==> config.mk <==
export PLATFORM = sky130hd
export DESIGN_NAME = spi_burst_sequencer
export DESIGN_NICKNAME = d
export VERILOG_FILES = /design/src/rtl/spi_regif_pkg.sv /design/src/rtl/spi_reg_access.sv /design/src/rtl/spi_burst_sequencer.sv
export SDC_FILE = /design/constraint.sdc
export NUM_CORES = 1
export LEC_CHECK = 0
export BUFFER_PORTS_ARGS = -buffer_cell sky130_fd_sc_hd__buf_2
export CORE_MARGIN = 2
export CORE_UTILIZATION = 45
export CTS_CLUSTER_DIAMETER = 40
export DETAILED_ROUTE_END_ITERATION = 10
export PLACE_DENSITY_LB_ADDON = 0.08
export SLEW_MARGIN = 20
export SYNTH_ARGS = -nofsm -noshare
export SYNTH_HDL_FRONTEND = slang
export SYNTH_SLANG_ARGS = --single-unit
==> constraint.sdc <==
create_clock -name I_CLK -period 4.25 [get_ports I_CLK]
set_input_delay 0.85 -clock I_CLK [delete_from_list [all_inputs] [get_ports I_CLK]]
set_output_delay 0.85 -clock I_CLK [all_outputs]
set_load 0.05 [all_outputs]
==> src/rtl/spi_regif_pkg.sv <==
// Register map, status bit positions and state encodings shared by the SPI burst sequencer and
// its register access helper.
package spi_regif_pkg;

    localparam logic [2:0] AddrRxData  = 3'd0;
    localparam logic [2:0] AddrTxData  = 3'd1;
    localparam logic [2:0] AddrStatus  = 3'd2;
    localparam logic [2:0] AddrControl = 3'd3;
    localparam logic [2:0] AddrSsMask  = 3'd4;

    localparam int unsigned StatRoe  = 3;
    localparam int unsigned StatTrdy = 5;
    localparam int unsigned StatRrdy = 6;

    typedef enum logic [3:0] {
        StIdle    = 4'd0,
        StCfgMask = 4'd1,
        StCfgCtrl = 4'd2,
        StPollT   = 4'd3,
        StWaitT   = 4'd4,
        StWrTx    = 4'd5,
        StPollR   = 4'd6,
        StWaitR   = 4'd7,
        StRdRx    = 4'd8,
        StWaitRx  = 4'd9,
        StCheck   = 4'd10,
        StEnd     = 4'd11,
        StDone    = 4'd12
    } seq_state_e;

    typedef enum logic [0:0] {
        AccIdle = 1'b0,
        AccWait = 1'b1
    } acc_state_e;

endpackage

==> src/rtl/spi_reg_access.sv <==
// Issues a single register write or read to the SPI master IP per request; reads are acknowledged
// with the returned data once the IP read latency has elapsed.
module spi_reg_access
    import spi_regif_pkg::*;
#(
    parameter int unsigned DATA_WIDTH = 8,
    parameter int unsigned RD_LAT     = 1
) (
    input  logic                  clk_i,
    input  logic                  rst_i,
    input  logic                  req_i,
    input  logic                  we_i,
    input  logic [2:0]            addr_i,
    input  logic [DATA_WIDTH-1:0] wdata_i,
    output logic                  tx_en_o,
    output logic [2:0]            waddr_o,
    output logic [DATA_WIDTH-1:0] wdata_o,
    output logic                  rx_en_o,
    output logic [2:0]            raddr_o,
    input  logic [DATA_WIDTH-1:0] rdata_i,
    output logic                  ack_o,
    output logic [DATA_WIDTH-1:0] rdata_o
);

    acc_state_e state_q, state_d;
    logic [1:0] lat_q, lat_d;

    always_ff @(posedge clk_i) begin
        if (rst_i) begin
            state_q <= AccIdle;
            lat_q   <= 2'd0;
        end else begin
            state_q <= state_d;
            lat_q   <= lat_d;
        end
    end

    // Requests are only accepted in AccIdle; the sequencer never overlaps them.
    always_comb begin
        state_d = state_q;
        lat_d   = lat_q;
        tx_en_o = 1'b0;
        waddr_o = 3'd0;
        wdata_o = '0;
        rx_en_o = 1'b0;
        raddr_o = 3'd0;
        ack_o   = 1'b0;
        rdata_o = '0;
        case (state_q)
            AccIdle: begin
                if (req_i) begin
                    if (we_i) begin
                        tx_en_o = 1'b1;
                        waddr_o = addr_i;
                        wdata_o = wdata_i;
                    end else begin
                        rx_en_o = 1'b1;
                        raddr_o = addr_i;
                        lat_d   = 2'd1;
                        state_d = AccWait;
                    end
                end
            end
            AccWait: begin
                if (lat_q == 2'(RD_LAT)) begin
                    ack_o   = 1'b1;
                    rdata_o = rdata_i;
                    state_d = AccIdle;
                end else begin
                    lat_d = lat_q + 2'd1;
                end
            end
            default: state_d = AccIdle;
        endcase
    end

endmodule

==> src/rtl/spi_burst_sequencer.sv <==
// Drives one configure / transmit / loopback-compare burst through the SPI master IP register
// interface per accepted start pulse and reports pass/error status.
module spi_burst_sequencer
    import spi_regif_pkg::*;
#(
    parameter int unsigned DATA_WIDTH = 8,
    parameter int unsigned BURST_LEN  = 8,
    parameter logic [7:0]  CTRL_WORD  = 8'h00,
    parameter logic [7:0]  SS_SEL     = 8'h01,
    parameter int unsigned TIMEOUT    = 4096,
    parameter int unsigned RD_LAT     = 1
) (
    input  logic                  I_CLK,
    input  logic                  I_RST,
    input  logic                  I_START,
    input  logic [7:0]            I_SEED,
    output logic                  O_TX_EN,
    output logic [2:0]            O_WADDR,
    output logic [DATA_WIDTH-1:0] O_WDATA,
    output logic                  O_RX_EN,
    output logic [2:0]            O_RADDR,
    input  logic [DATA_WIDTH-1:0] I_RDATA,
    output logic                  O_BUSY,
    output logic                  O_DONE,
    output logic                  O_PASS,
    output logic                  O_ERR,
    output logic [7:0]            O_ERR_CNT,
    output logic [DATA_WIDTH-1:0] O_LAST_RX
);

    localparam int unsigned TmoWidth = $clog2(TIMEOUT + 1);
    localparam logic [TmoWidth-1:0] TmoLast = TmoWidth'(TIMEOUT - 1);
    localparam logic [7:0] IdxLast = 8'(BURST_LEN - 1);

    seq_state_e state_q, state_d;
    logic [7:0] seed_q, seed_d, idx_q, idx_d, err_cnt_q, err_cnt_d;
    logic [DATA_WIDTH-1:0] last_rx_q, last_rx_d;
    logic pass_q, pass_d, err_q, err_d, tmo_hit_q, tmo_hit_d;
    logic [TmoWidth-1:0] tmo_q, tmo_d;

    logic                  req, we, ack;
    logic [2:0]            addr;
    logic [DATA_WIDTH-1:0] wdata, ack_rdata;
    logic [7:0]            exp_byte;
    logic                  fail_now;

    assign exp_byte = seed_q + idx_q;
    assign fail_now = (err_cnt_q != 8'd0) | tmo_hit_q;

    always_ff @(posedge I_CLK) begin
        if (I_RST) begin
            state_q   <= StIdle;
            seed_q    <= 8'd0;
            idx_q     <= 8'd0;
            err_cnt_q <= 8'd0;
            last_rx_q <= '0;
            pass_q    <= 1'b0;
            err_q     <= 1'b0;
            tmo_hit_q <= 1'b0;
            tmo_q     <= '0;
        end else begin
            state_q   <= state_d;
            seed_q    <= seed_d;
            idx_q     <= idx_d;
            err_cnt_q <= err_cnt_d;
            last_rx_q <= last_rx_d;
            pass_q    <= pass_d;
            err_q     <= err_d;
            tmo_hit_q <= tmo_hit_d;
            tmo_q     <= tmo_d;
        end
    end

    always_comb begin
        state_d   = state_q;
        seed_d    = seed_q;
        idx_d     = idx_q;
        err_cnt_d = err_cnt_q;
        last_rx_d = last_rx_q;
        pass_d    = pass_q;
        err_d     = err_q;
        tmo_hit_d = tmo_hit_q;
        tmo_d     = tmo_q;
        req       = 1'b0;
        we        = 1'b0;
        addr      = 3'd0;
        wdata     = '0;
        case (state_q)
            StIdle: begin
                if (I_START) begin
                    pass_d    = 1'b0;
                    err_d     = 1'b0;
                    err_cnt_d = 8'd0;
                    tmo_hit_d = 1'b0;
                    seed_d    = I_SEED;
                    idx_d     = 8'd0;
                    state_d   = StCfgMask;
                end
            end
            StCfgMask: begin
                {req, we, addr, wdata} = {2'b11, AddrSsMask, DATA_WIDTH'(SS_SEL)};
                state_d = StCfgCtrl;
            end
            StCfgCtrl: begin
                {req, we, addr, wdata} = {2'b11, AddrControl, DATA_WIDTH'(CTRL_WORD)};
                tmo_d   = '0;
                state_d = StPollT;
            end
            StPollT, StPollR: begin
                req     = 1'b1;
                addr    = AddrStatus;
                tmo_d   = tmo_q + 1'b1;
                state_d = (state_q == StPollT) ? StWaitT : StWaitR;
            end
            // Abort only on a not-ready ack so no read is left in flight.
            StWaitT, StWaitR: begin
                tmo_d = tmo_q + 1'b1;
                if (ack) begin
                    if (state_q == StWaitT && ack_rdata[StatTrdy]) begin
                        state_d = StWrTx;
                    end else if (state_q == StWaitR && ack_rdata[StatRrdy]) begin
                        state_d = StRdRx;
                    end else if (tmo_q >= TmoLast) begin
                        tmo_hit_d = 1'b1;
                        state_d   = StEnd;
                    end else begin
                        state_d = (state_q == StWaitT) ? StPollT : StPollR;
                    end
                end
            end
            StWrTx: begin
                {req, we, addr, wdata} = {2'b11, AddrTxData, DATA_WIDTH'(exp_byte)};
                tmo_d   = '0;
                state_d = StPollR;
            end
            StRdRx: begin
                req     = 1'b1;
                addr    = AddrRxData;
                state_d = StWaitRx;
            end
            StWaitRx: begin
                if (ack) begin
                    last_rx_d = ack_rdata;
                    state_d   = StCheck;
                end
            end
            StCheck: begin
                if (last_rx_q != DATA_WIDTH'(exp_byte) && err_cnt_q != 8'hFF) begin
                    err_cnt_d = err_cnt_q + 8'd1;
                end
                if (idx_q == IdxLast) begin
                    state_d = StEnd;
                end else begin
                    idx_d   = idx_q + 8'd1;
                    tmo_d   = '0;
                    state_d = StPollT;
                end
            end
            // Flags settle here so they are already valid during the DONE pulse.
            StEnd: begin
                {req, we, addr, wdata} = {2'b11, AddrSsMask, {DATA_WIDTH{1'b0}}};
                err_d   = fail_now;
                pass_d  = ~fail_now;
                state_d = StDone;
            end
            StDone:  state_d = StIdle;
            default: state_d = StIdle;
        endcase
    end

    spi_reg_access #(
        .DATA_WIDTH(DATA_WIDTH),
        .RD_LAT    (RD_LAT)
    ) u_access (
        .clk_i  (I_CLK),
        .rst_i  (I_RST),
        .req_i  (req),
        .we_i   (we),
        .addr_i (addr),
        .wdata_i(wdata),
        .tx_en_o(O_TX_EN),
        .waddr_o(O_WADDR),
        .wdata_o(O_WDATA),
        .rx_en_o(O_RX_EN),
        .raddr_o(O_RADDR),
        .rdata_i(I_RDATA),
        .ack_o  (ack),
        .rdata_o(ack_rdata)
    );

    assign O_BUSY    = (state_q != StIdle);
    assign O_DONE    = (state_q == StDone);
    assign O_PASS    = pass_q;
    assign O_ERR     = err_q;
    assign O_ERR_CNT = err_cnt_q;
    assign O_LAST_RX = last_rx_q;

endmodule

---- After elaboration in Yosys (flattened, before gate mapping) ----
Cells that the tools add are included.
storage, ports and cells
  logic and storage cells ................. 127
  output and inout bits ................... 36
  bits in registers ....................... 55
  input bits .............................. 19
cells by class
  equal/unequal tests ..................... 27
  bitwise logic cells ..................... 3
  muxes and demuxes ....................... 54
  magnitude comparators ................... 1
  add/subtract/negate cells ............... 5
  reductions and logical operators ........ 26
operators with widths
  operator                                                             count
  two-way mux 8 bit                                                    8
  one-hot mux 8 bit (2 select lines)                                   3
  one-hot mux 4 bit (10 select lines)                                  1
  one-hot mux 13 bit (3 select lines)                                  1
  two-way mux 4 bit                                                    7
  != test 2 bit, second input constant                                 11
  two-way mux 3 bit                                                    7
  == test 4 bit, second input constant                                 5
  adder 8 x 1 -> 8 bit, second input constant                          2
  == test 4 x 3 -> 1 bit, second input constant                        4
  two-way mux 1 bit                                                    16
  adder 13 x 1 -> 13 bit, second input constant                        1
  greater-or-equal comparator 13 x 12 -> 1 bit, second input constant  1
  two-way mux 13 bit                                                   1
  one-hot mux 3 bit (4 select lines)                                   1
  AND reduction 3 bit                                                  4
  adder 8 bit                                                          1
  == test 4 x 2 -> 1 bit, second input constant                        2
  == test 8 x 3 -> 1 bit, second input constant                        1
  two-way mux 2 bit                                                    4
  != test 8 bit                                                        1
  != test 8 bit, second input constant                                 1
  one-hot mux 1 bit (2 select lines)                                   4
  AND reduction 2 bit                                                  4
  other kinds (16)                                                     25

---- Logic depth before layout (Yosys ltp) ----
Gate-level depths: netlist (run 1).
  word-level depth ........................ 8
  gate-level depth with buffers ........... 9

---- By module ----
From an unflattened synthesis (run 1), not the netlist that was laid out.
second synthesis, totals
  cells, all modules ...................... 446
  area total of the unflattened synthesis .. 3,529.6 um2
by module, submodules not included
  module               times used  area an instance (um2)  cells an instance
  spi_burst_sequencer  1           3,209.3                 406
  spi_reg_access       1           320.3                   40

---- Worst setup path before layout (run 1) ----
OpenSTA, ideal clock, no wires.
  path type ............................... flip-flop to output port
  start ................................... register state_q[0]
  end ..................................... output port O_WDATA[0]
  path buffers ............................ 2
  required time ........................... 3,400 ps
  arrival time ............................ 2,704 ps
  cell stages (with the launch flop) ...... 5
  slack ................................... 696 ps
  path through ............................ dfxtp_1 > clkbuf_1 > clkbuf_1 > nor2b_1 > nor4b_1
on the way
  longest elaborated chain between the ends .. 6
  elaborated cells on any way between the ends .. 15
RTL lines
  what                                         line                       source
  start, declared                              spi_burst_sequencer.sv:35  seq_state_e state_q, state_d;
  start signal, assigned                       spi_burst_sequencer.sv:52  state_q <= StIdle;
  start signal, assigned                       spi_burst_sequencer.sv:62  state_q <= state_d;
  == test 4 bit, or another cell as far along  spi_burst_sequencer.sv:88  case (state_q)
  OR reduction 4 bit (no line)                 -
  two-way mux 1 bit                            spi_burst_sequencer.sv:88
  two-way mux 8 bit                            spi_reg_access.sv:52       if (we_i) begin
  two-way mux 8 bit *                          spi_reg_access.sv:51       if (req_i) begin
  two-way mux 8 bit *                          spi_reg_access.sv:49       case (state_q)
  end, declared                                spi_burst_sequencer.sv:19  output logic [DATA_WIDTH-1:0] O_WDATA,
Every way passes the cells marked *; elsewhere a longest branch is shown, timed or not.

---- Final worst setup path (run 1) ----
  start ................................... register state_q[2]
  end ..................................... output port O_WDATA[2]
Same word-level chain as after synthesis.

==> metrics.md, run 1 <==
| Metric | Value |
|---|---|
| Tot Pwr | `1.17 mW` |
| CP top delay family | `simple AND/OR/NAND/NOR gates` |
| Least-Margin Pin Slew | `0.797 ns` |
| Slowest-stage cell, CP | `dfxtp_1` |
| WL/cell | `14.1 µm` |
| Setup CP Type | `flop to output port` |
| Number of synthesized flops with an enable pin | `0` |
| CP max FO | `20` |
| Power per Cell Area | `315 nW/µm²` |
| Clock-pin slew on the worst setup and hold paths | `0.10 ns` |
| H-tree Lvls | `2` |
| Busiest metal layer after global routing | `met2` |
| DR iter-0 viols | `117` |
| Sw Pwr | `416 µW` |
| FF+latch area | `1100 µm²` |
| Yosys reg bits | `55` |
| CTS Sinks | `55` |
| Final Setup Violations | `0` |
| Skew-Pair Late Insertion Delay | `0.31 ns` |
| Critical path arrival | `2.28 ns` |
| Max-slew headroom | `0.467` |
| Met2 Use GR | `0.321` |
| Ys flop type | `dfxtp_1` |
| Via-to-Cell Ratio | `5.36` |
| Final wirelength | `7.80 mm` |
| Clock power frac | `0.250` |
| Tcrit/Tclk final | `0.737` |
| Total CTS buffers | `5` |
| Leakage | `1.57 nW` |
| Crit start category | `flop` |
| Leading cell types in the layout, fill and taps excluded | `nor2_1, dfxtp_1, buf_2` |
| Port bufs | `52` |
| Post-cts hold buffer count | `0` |
| Async S/R FF share, synth | `0` |
| Mapped cell area | `3340 µm²` |
| Worst r2r src | `idx_q[0]$_SDFFE_PP0P_` |
| Hold Crit Start | `O_PASS$_SDFFE_PP0P_` |
| Fmax | `0.319 GHz` |
| R2R setup slack | `1.20 ns` |
| Height of the die | `90.1 µm` |
| Area growth syn-to-layout | `11.2%` |
| Post-synthesis sequential area ratio | `0.330` |
| Required @ worst endpoint | `3.40 ns` |
| Worst VDD drop | `0.000232 V` |
| Vias in the first global route | `2689` |
| Met1 Usage GRT | `0.261` |
| Power Internal | `752 µW` |
| Max stage delay on crit path | `0.78 ns` |
| Min Hold Slack | `0.475 ns` |
| Total gr overflow | `0` |
| # rows | `31` |
| Global-route wire length before repair | `13.0 mm` |
| CTS max path bufs | `2` |
| Setup_tns | `0 ns` |
| Tot GR Track Use | `0.193` |
| MaxCap Viol Count | `0` |
| Num ports | `55` |
| Syn Area/Cell | `8.02 µm²` |
| Post-Synthesis Cells | `416` |
| Combinational group share of total power | `0.269` |
| Largest net degree at the start of global routing | `40` |
| Post-Route Skew | `0.00429 ns` |
| DRC viols | `0` |
| Netlist cell types | `60` |
| Sequential fraction of design power | `0.481` |
| Core Util, Final | `0.515` |
| Via Count | `2967` |
| Hold depth | `2` |
| Final hold vios | `0` |
| Sw Share | `0.356` |
| CP Capture Type | `output port` |
| RePlAce Congestion | `0.795` |
| Fin area | `3710 µm²` |
| Die area | `8120 µm²` |
| Post CTS Setup Buffer Count | `0` |
| N_diodes | `0` |
| Drt first pass iters | `4` |
| Cts repair resizes | `0` |
| Multi-input logic area | `2100 µm²` |
| RSZ-0062 raised after global routing | `no` |
| Fillers | `767` |
| Layout cell share with drive strength beyond 1 | `0.156` |
| Max-slew violations | `0` |
| Met3 Usage GRT | `0.0293` |
| Most common cell after layout, fill and taps aside | `nor2_1` |
| Reg2Reg Depth | `9` |
| Crit path cell chain | `nand2b_1 > or3_1 > nor2_1 > buf_2` |
| CORE AREA | `7210 µm²` |
| Dpl hpwl | `5.64 mm` |
| Reg2reg end | `O_ERR_CNT[2]$_SDFFE_PP0P_` |
| Clock root buffer | `clkbuf_8` |
| Nets | `486` |
| CP bufs+invs | `1` |
| Status | `completed` |
| DP Area | `3630 µm²` |
| Die Span X | `90.1 µm` |
| TritonCTS clock tree | `done` |
| Initial antenna violation count | `0` |
| Ys Warns | `0` |
| Fin crit period | `3.13 ns` |
| Hold/Removal Path Class | `flop to flop` |
| Initial core utilization | `0.463` |
| Hold Path End | `O_PASS$_SDFFE_PP0P_` |
| Post-route ant nets | `0` |
==> through the flow <==
stage                     setup WS [ns]  std cells
after detailed placement           1.22        546
after global placement             1.33        546
after CTS                          1.11        554
after floorplan                   0.696        417
final                              1.12        554
after global routing              0.963        554
==> power groups by stage <==
stage | clock network (mW) | registers (mW) | logic (mW)
final | 0.292 | 0.562 | 0.314
after global placement | 0 | 0.573 | 0.311
after floorplan | 0 | 0.556 | 0.266
after detailed placement | 0 | 0.573 | 0.315
after global routing | 0.324 | 0.566 | 0.347
after CTS | 0.304 | 0.561 | 0.316
==> cell usage after synthesis, types with 2 or more instances <==
library cell / instances / area [µm²]
a2111oi_0: 2 / 17.5
a31o_1: 2 / 17.5
dfxtp_1: 55 / 1100
nand3_1: 17 / 85.1
buf_2: 3 / 15.0
nand4_1: 7 / 43.8
or2b_1: 2 / 15.0
nand2b_1: 10 / 62.6
o21ai_0: 7 / 35.0
nor3_1: 8 / 40.0
nand3b_1: 2 / 15.0
mux2_2: 2 / 22.5
xor2_1: 20 / 175
a21oi_1: 34 / 170
a211oi_1: 6 / 45.0
nor2_1: 61 / 229
nand2_1: 39 / 146
nor4_1: 2 / 12.5
a31o_2: 2 / 17.5
nor4b_1: 4 / 35.0
mux2i_1: 10 / 100
nor2b_1: 8 / 50.1
and3_1: 6 / 37.5
clkbuf_1: 16 / 60.1
a21o_1: 4 / 30.0
ha_1: 12 / 150
a211o_1: 2 / 17.5
or3_1: 5 / 31.3
o211ai_1: 9 / 67.6
a31oi_1: 5 / 31.3
and2_1: 2 / 12.5
xnor2_1: 14 / 123
inv_1: 10 / 37.5
buf_4: 2 / 15.0
==> cell families after synthesis <==
family / count (synthesis) / share of synthesized area
flip-flops: 55 / 0.330
buffers and inverters: 33 / 0.0427
AND/OR/NAND/NOR: 181 / 0.272
adder cells (fa/ha/maj): 13 / 0.0510
XOR/XNOR: 35 / 0.0960
multiplexers: 12 / 0.0367
AO/OA/AOI/OAI: 86 / 0.170
other: 1 / 0.00112
==> sequential cells by signal, indices dropped and copies added, names as in the netlist <==
register / flops
tmo_q: 13
O_ERR_CNT: 8
O_LAST_RX: 8
idx_q: 8
seed_q: 8
state_q: 4
u_access.lat_q: 2
O_ERR: 1
O_PASS: 1
tmo_hit_q: 1
u_access.state_q: 1
==> how the worst max path moves through the flow <==
stage | slack [ns] | start | endpoint | depth (start not counted)
after CTS | 1.11 | idx_q[4]$_SDFFE_PP0P_ | O_WDATA[7] | 7
after detailed placement | 1.22 | idx_q[0]$_SDFFE_PP0P_ | O_ERR_CNT[2]$_SDFFE_PP0P_ | 9
final | 1.12 | state_q[2]$_SDFFE_PP0P_ | O_WDATA[2] | 4
after global placement | 1.33 | idx_q[0]$_SDFFE_PP0P_ | O_ERR_CNT[2]$_SDFFE_PP0P_ | 9
after floorplan | 0.70 | state_q[0]$_SDFFE_PP0P_ | O_WDATA[0] | 4
after global routing | 0.96 | state_q[2]$_SDFFE_PP0P_ | O_WDATA[2] | 4
==> layout make-up <==
| cell class | instances | area share |
|---|---|---|
| Inverter | 10 | 0.0101 |
| Clock buffer | 6 | 0.0195 |
| Clock inverter | 2 | 0.00337 |
| Timing Repair Buffer | 53 | 0.0721 |
| Sequential cell | 55 | 0.297 |
| Multi-Input combinational cell | 329 | 0.565 |
| Tap cell | 99 | 0.0334 |
==> worst min-delay path: stages, from the launching register on <==
cell	delay (ns)
dfxtp_1	0.32
nand2_1	0.05
a211oi_1	0.06
==> layer usage <==
layer | share of wire | vias to the layer above
met5 | 0 | -
met3 | 0.031 | 8
met2 | 0.48 | 38
li1 | - | 1529
met1 | 0.47 | 1392
met4 | 0.011 | 0
(Power assumes the default switching activity.)
==> inputs of run 2 (changes only) <==
--- a/config.mk
+++ b/config.mk
@@ -5,6 +5,7 @@
 export SDC_FILE = /design/constraint.sdc
 export NUM_CORES = 1
 export LEC_CHECK = 0
+export ABC_AREA = 1
 export BUFFER_PORTS_ARGS = -buffer_cell sky130_fd_sc_hd__buf_2
 export CORE_MARGIN = 2
 export CORE_UTILIZATION = 45
==> constraint.sdc (replaced) <==
create_clock -name I_CLK -period 3.1 [get_ports I_CLK]
set_input_delay 0.62 -clock I_CLK [delete_from_list [all_inputs] [get_ports I_CLK]]
set_output_delay 0.62 -clock I_CLK [all_outputs]
set_load 0.05 [all_outputs]
==> run 2 against run 1 <==
  * Setup slack got worse by 0.79 ns
  * Hold slack got worse by 0.0081 ns
  * Clock power rose by 39%
  * Core utilization rose by 1.2 points
  * Wire length rose by 2.1%
  * Flip-flop and latch count did not move
  * Clock-buffer cell count did not move
  * Synthesized cell count rose by 26%
  * Non-clock buffer count did not move
==> metrics.md, run 2 <==
| Metric | Value |
|---|---|
| Via Count | `3398 (was 2967)` |
| FF+latch area | `1100 µm² (unchanged)` |
| Largest net degree at the start of global routing | `27 (was 40)` |
| Initial core utilization | `0.467 (was 0.463)` |
| Vias in the first global route | `2989 (was 2689)` |
| Most common cell after layout, fill and taps aside | `nand2_1 (was nor2_1)` |
| Final hold vios | `0 (unchanged)` |
| Required @ worst endpoint | `2.48 ns (was 3.40 ns)` |
| Non-filler instance count after layout | `674 (was 554)` |
| Final wirelength | `7.97 mm (was 7.80 mm)` |
| Most area-consuming cells after synthesis | `dfxtp_1, nand2_1, nor2_1, inv_1, a21oi_1 (was dfxtp_1, nor2_1, xor2_1, a21oi_1, ha_1)` |
| Clock-pin slew on the worst setup and hold paths | `0.09 ns (was 0.10 ns)` |
| CP Capture Type | `output port (unchanged)` |
| Height of the die | `91.3 µm (was 90.1 µm)` |
| Die area | `8330 µm² (was 8120 µm²)` |
| Clock root buffer | `clkbuf_8 (unchanged)` |
| Fin area | `3860 µm² (was 3710 µm²)` |
| Port bufs | `52 (unchanged)` |
| Yosys reg bits | `55 (unchanged)` |
| Power per Cell Area | `676 nW/µm² (was 315 nW/µm²)` |
| Total CTS buffers | `5 (unchanged)` |
| RSZ-0062 raised after global routing | `no (unchanged)` |
| Count leader, synth | `nand2_1 (was nor2_1)` |
| Dpl hpwl | `6.21 mm (was 5.64 mm)` |
| Yosys top cell by area | `dfxtp_1 (unchanged)` |
| Total gr overflow | `0 (unchanged)` |
| CTS max path bufs | `2 (unchanged)` |
| N_diodes | `0 (unchanged)` |
| Top cell type's share of synthesized area | `0.321 (was 0.330)` |
| MaxCap Viol Count | `0 (unchanged)` |
| Tcrit/Tclk final | `0.893` |
| Die Span X | `91.3 µm (was 90.1 µm)` |
| Max FFs per register | `13 (unchanged)` |
| Via-to-Cell Ratio | `5.04 (was 5.36)` |
| Syn Area/Cell | `6.54 µm² (was 8.02 µm²)` |
| Post-Route Skew | `0.00810 ns (was 0.00429 ns)` |
| Post-Synthesis Cells | `524 (was 416)` |
| CP bufs+invs | `1 (unchanged)` |
| Commonest cells post-synth | `nand2_1, nor2_1, inv_1, dfxtp_1, a21oi_1 (was nor2_1, dfxtp_1, nand2_1, a21oi_1, xor2_1)` |
| DRC viols | `0 (unchanged)` |
| Global-route wire length before repair | `13.2 mm (was 13.0 mm)` |
| Hold/Removal Path Class | `flop to flop (unchanged)` |
| Core Util, Final | `0.527 (was 0.515)` |
| Worst VDD drop | `0.000394 V (was 0.000232 V)` |
| Cts repair resizes | `0 (unchanged)` |
| Setup CP Type | `flop to output port (unchanged)` |
| Async S/R FF share, synth | `0 (unchanged)` |
| Setup_tns | `0 ns (unchanged)` |
| DP Area | `3770 µm² (was 3630 µm²)` |
| Post-cts hold buffer count | `0 (unchanged)` |
| Fin crit period | `2.77 ns` |
| Most frequent CP cell | `nand2_1` |
| Skew-Pair Late Insertion Delay | `0.30 ns (was 0.31 ns)` |
| Initial antenna violation count | `0 (unchanged)` |
| WL/cell | `11.8 µm (was 14.1 µm)` |
| Nets | `607 (was 486)` |
| Max-slew headroom | `0.592 (was 0.467)` |
| TritonCTS clock tree | `done (unchanged)` |
| Ys Warns | `0 (unchanged)` |
| Number of synthesized flops with an enable pin | `0 (unchanged)` |
| Min Hold Slack | `0.467 ns (was 0.475 ns)` |
| Final Setup Violations | `0 (unchanged)` |
| Post-route ant nets | `0 (unchanged)` |
| CTS Sinks | `55 (unchanged)` |
| Post-synthesis sequential area ratio | `0.321 (was 0.330)` |
| Tot Pwr | `2.61 mW (was 1.17 mW)` |
| Least-Margin Pin Slew | `0.605 ns (was 0.797 ns)` |
| CP max FO | `5 (was 20)` |
| Post CTS Setup Buffer Count | `0 (unchanged)` |
| Multi-input logic area | `1960 µm² (was 2100 µm²)` |
| Status | `completed (unchanged)` |
| Critical path arrival | `2.15 ns (was 2.28 ns)` |
| Mapped cell area | `3430 µm² (was 3340 µm²)` |
| CORE AREA | `7330 µm² (was 7210 µm²)` |
| Area growth syn-to-layout | `12.6% (was 11.2%)` |
| Leakage | `1.86 nW (was 1.57 nW)` |
| Fmax | `0.361 GHz` |
| Layout cell share with drive strength beyond 1 | `0.158 (was 0.156)` |
| Fillers | `733 (was 767)` |
| Max-slew violations | `0 (unchanged)` |
| Num ports | `55 (unchanged)` |
| Crit path cell chain | `ha_1 > fa_1 > nand2_1 > nand2_1 > nand3b_1 > nand3_1 > a21oi_1 > buf_2 (was nand2b_1 > or3_1 > nor2_1 > buf_2)` |
| H-tree Lvls | `2 (unchanged)` |
| Crit start category | `flop (unchanged)` |
| # rows | `31 (unchanged)` |
| CP top delay family | `adder cells (was simple AND/OR/NAND/NOR gates)` |
| Top reg by flops | `tmo_q (unchanged)` |
| Drt first pass iters | `4 (unchanged)` |
| Netlist cell types | `40 (was 60)` |
| DR iter-0 viols | `126 (was 117)` |
| Max stage delay on crit path | `0.41 ns (was 0.78 ns)` |
| Tot GR Track Use | `0.192 (was 0.193)` |
| RePlAce Congestion | `0.931 (was 0.795)` |
| Ys flop type | `dfxtp_1 (unchanged)` |
| Worst setup margin | `0.330 ns (was 1.12 ns)` |
| DP Worst Slack | `0.652 ns (was 1.22 ns)` |
| Leading cell types in the layout, fill and taps excluded | `nand2_1, nor2_1, inv_1 (was nor2_1, dfxtp_1, buf_2)` |
| Slowest-stage cell, CP | `fa_1 (was dfxtp_1)` |
| Placed cells | `667 (was 546)` |
[run 2: worst register-to-register path: cells and delay by family (launching register included)]
kind                       cells  cell delay (ns)
xor gates and xnor gates       1             0.13
adders and majority gates      2             0.77
DFF                            1             0.35
and+or+nand+nor               11             1.06
[run 2: power by group]
group / total (mW) / switching [mW] / leakage, nW / internal, mW
registers: 0.913 / 0.103 / 0.447 / 0.809
logic: 1.29 / 0.931 / 1.36 / 0.359
clock network: 0.406 / 0.230 / 0.0470 / 0.176
total: 2.61 / 1.26 / 1.86 / 1.34
[run 2: kinds of logic (layout without fill, tap and decap cells)]
group	after synthesis	after routing	synth area share
AND/OR/NAND/NOR	258	258	0.350
AO/OA/AOI/OAI	95	95	0.150
buffers and inverters	94	144	0.108
flip-flops	55	55	0.321
adder cells (fa/ha/maj)	13	13	0.0497
XOR/XNOR	8	8	0.0204
other	1	2	0.00109
[run 2: path summary, 6_finish.rpt]
kind                                  startpoint                             end  slack [ns]  cells after the start
hold / removal    u_access.lat_q[1]$_SDFFE_PP0P_  u_access.lat_q[1]$_SDFFE_PP0P_        0.47                      2
setup / recovery           idx_q[0]$_SDFFE_PP0P_                      O_WDATA[6]        0.33                      8
setup reg to reg           idx_q[0]$_SDFFE_PP0P_       O_ERR_CNT[1]$_SDFFE_PP0P_        0.71                     14
hold reg to reg   u_access.lat_q[1]$_SDFFE_PP0P_  u_access.lat_q[1]$_SDFFE_PP0P_        0.47                      2
[run 2: routing by layer]
layer / wire, µm / vias up / global-route usage
met5: 0 / - / 0
met4: 59 / 0 / 0.0467
met3: 385 / 4 / 0.0390
met2: 3640 / 83 / 0.320
met1: 3880 / 1521 / 0.255
li1: - / 1790 / -
[run 2: final cells by class]
cell class,count,share of cell area
inverters,84,0.0830
multi-input cells,376,0.508
repair buffers,53,0.0694
flip-flops and latches,55,0.285
clock inverters,1,0.00130
well taps,99,0.0321
clock buffers,6,0.0214
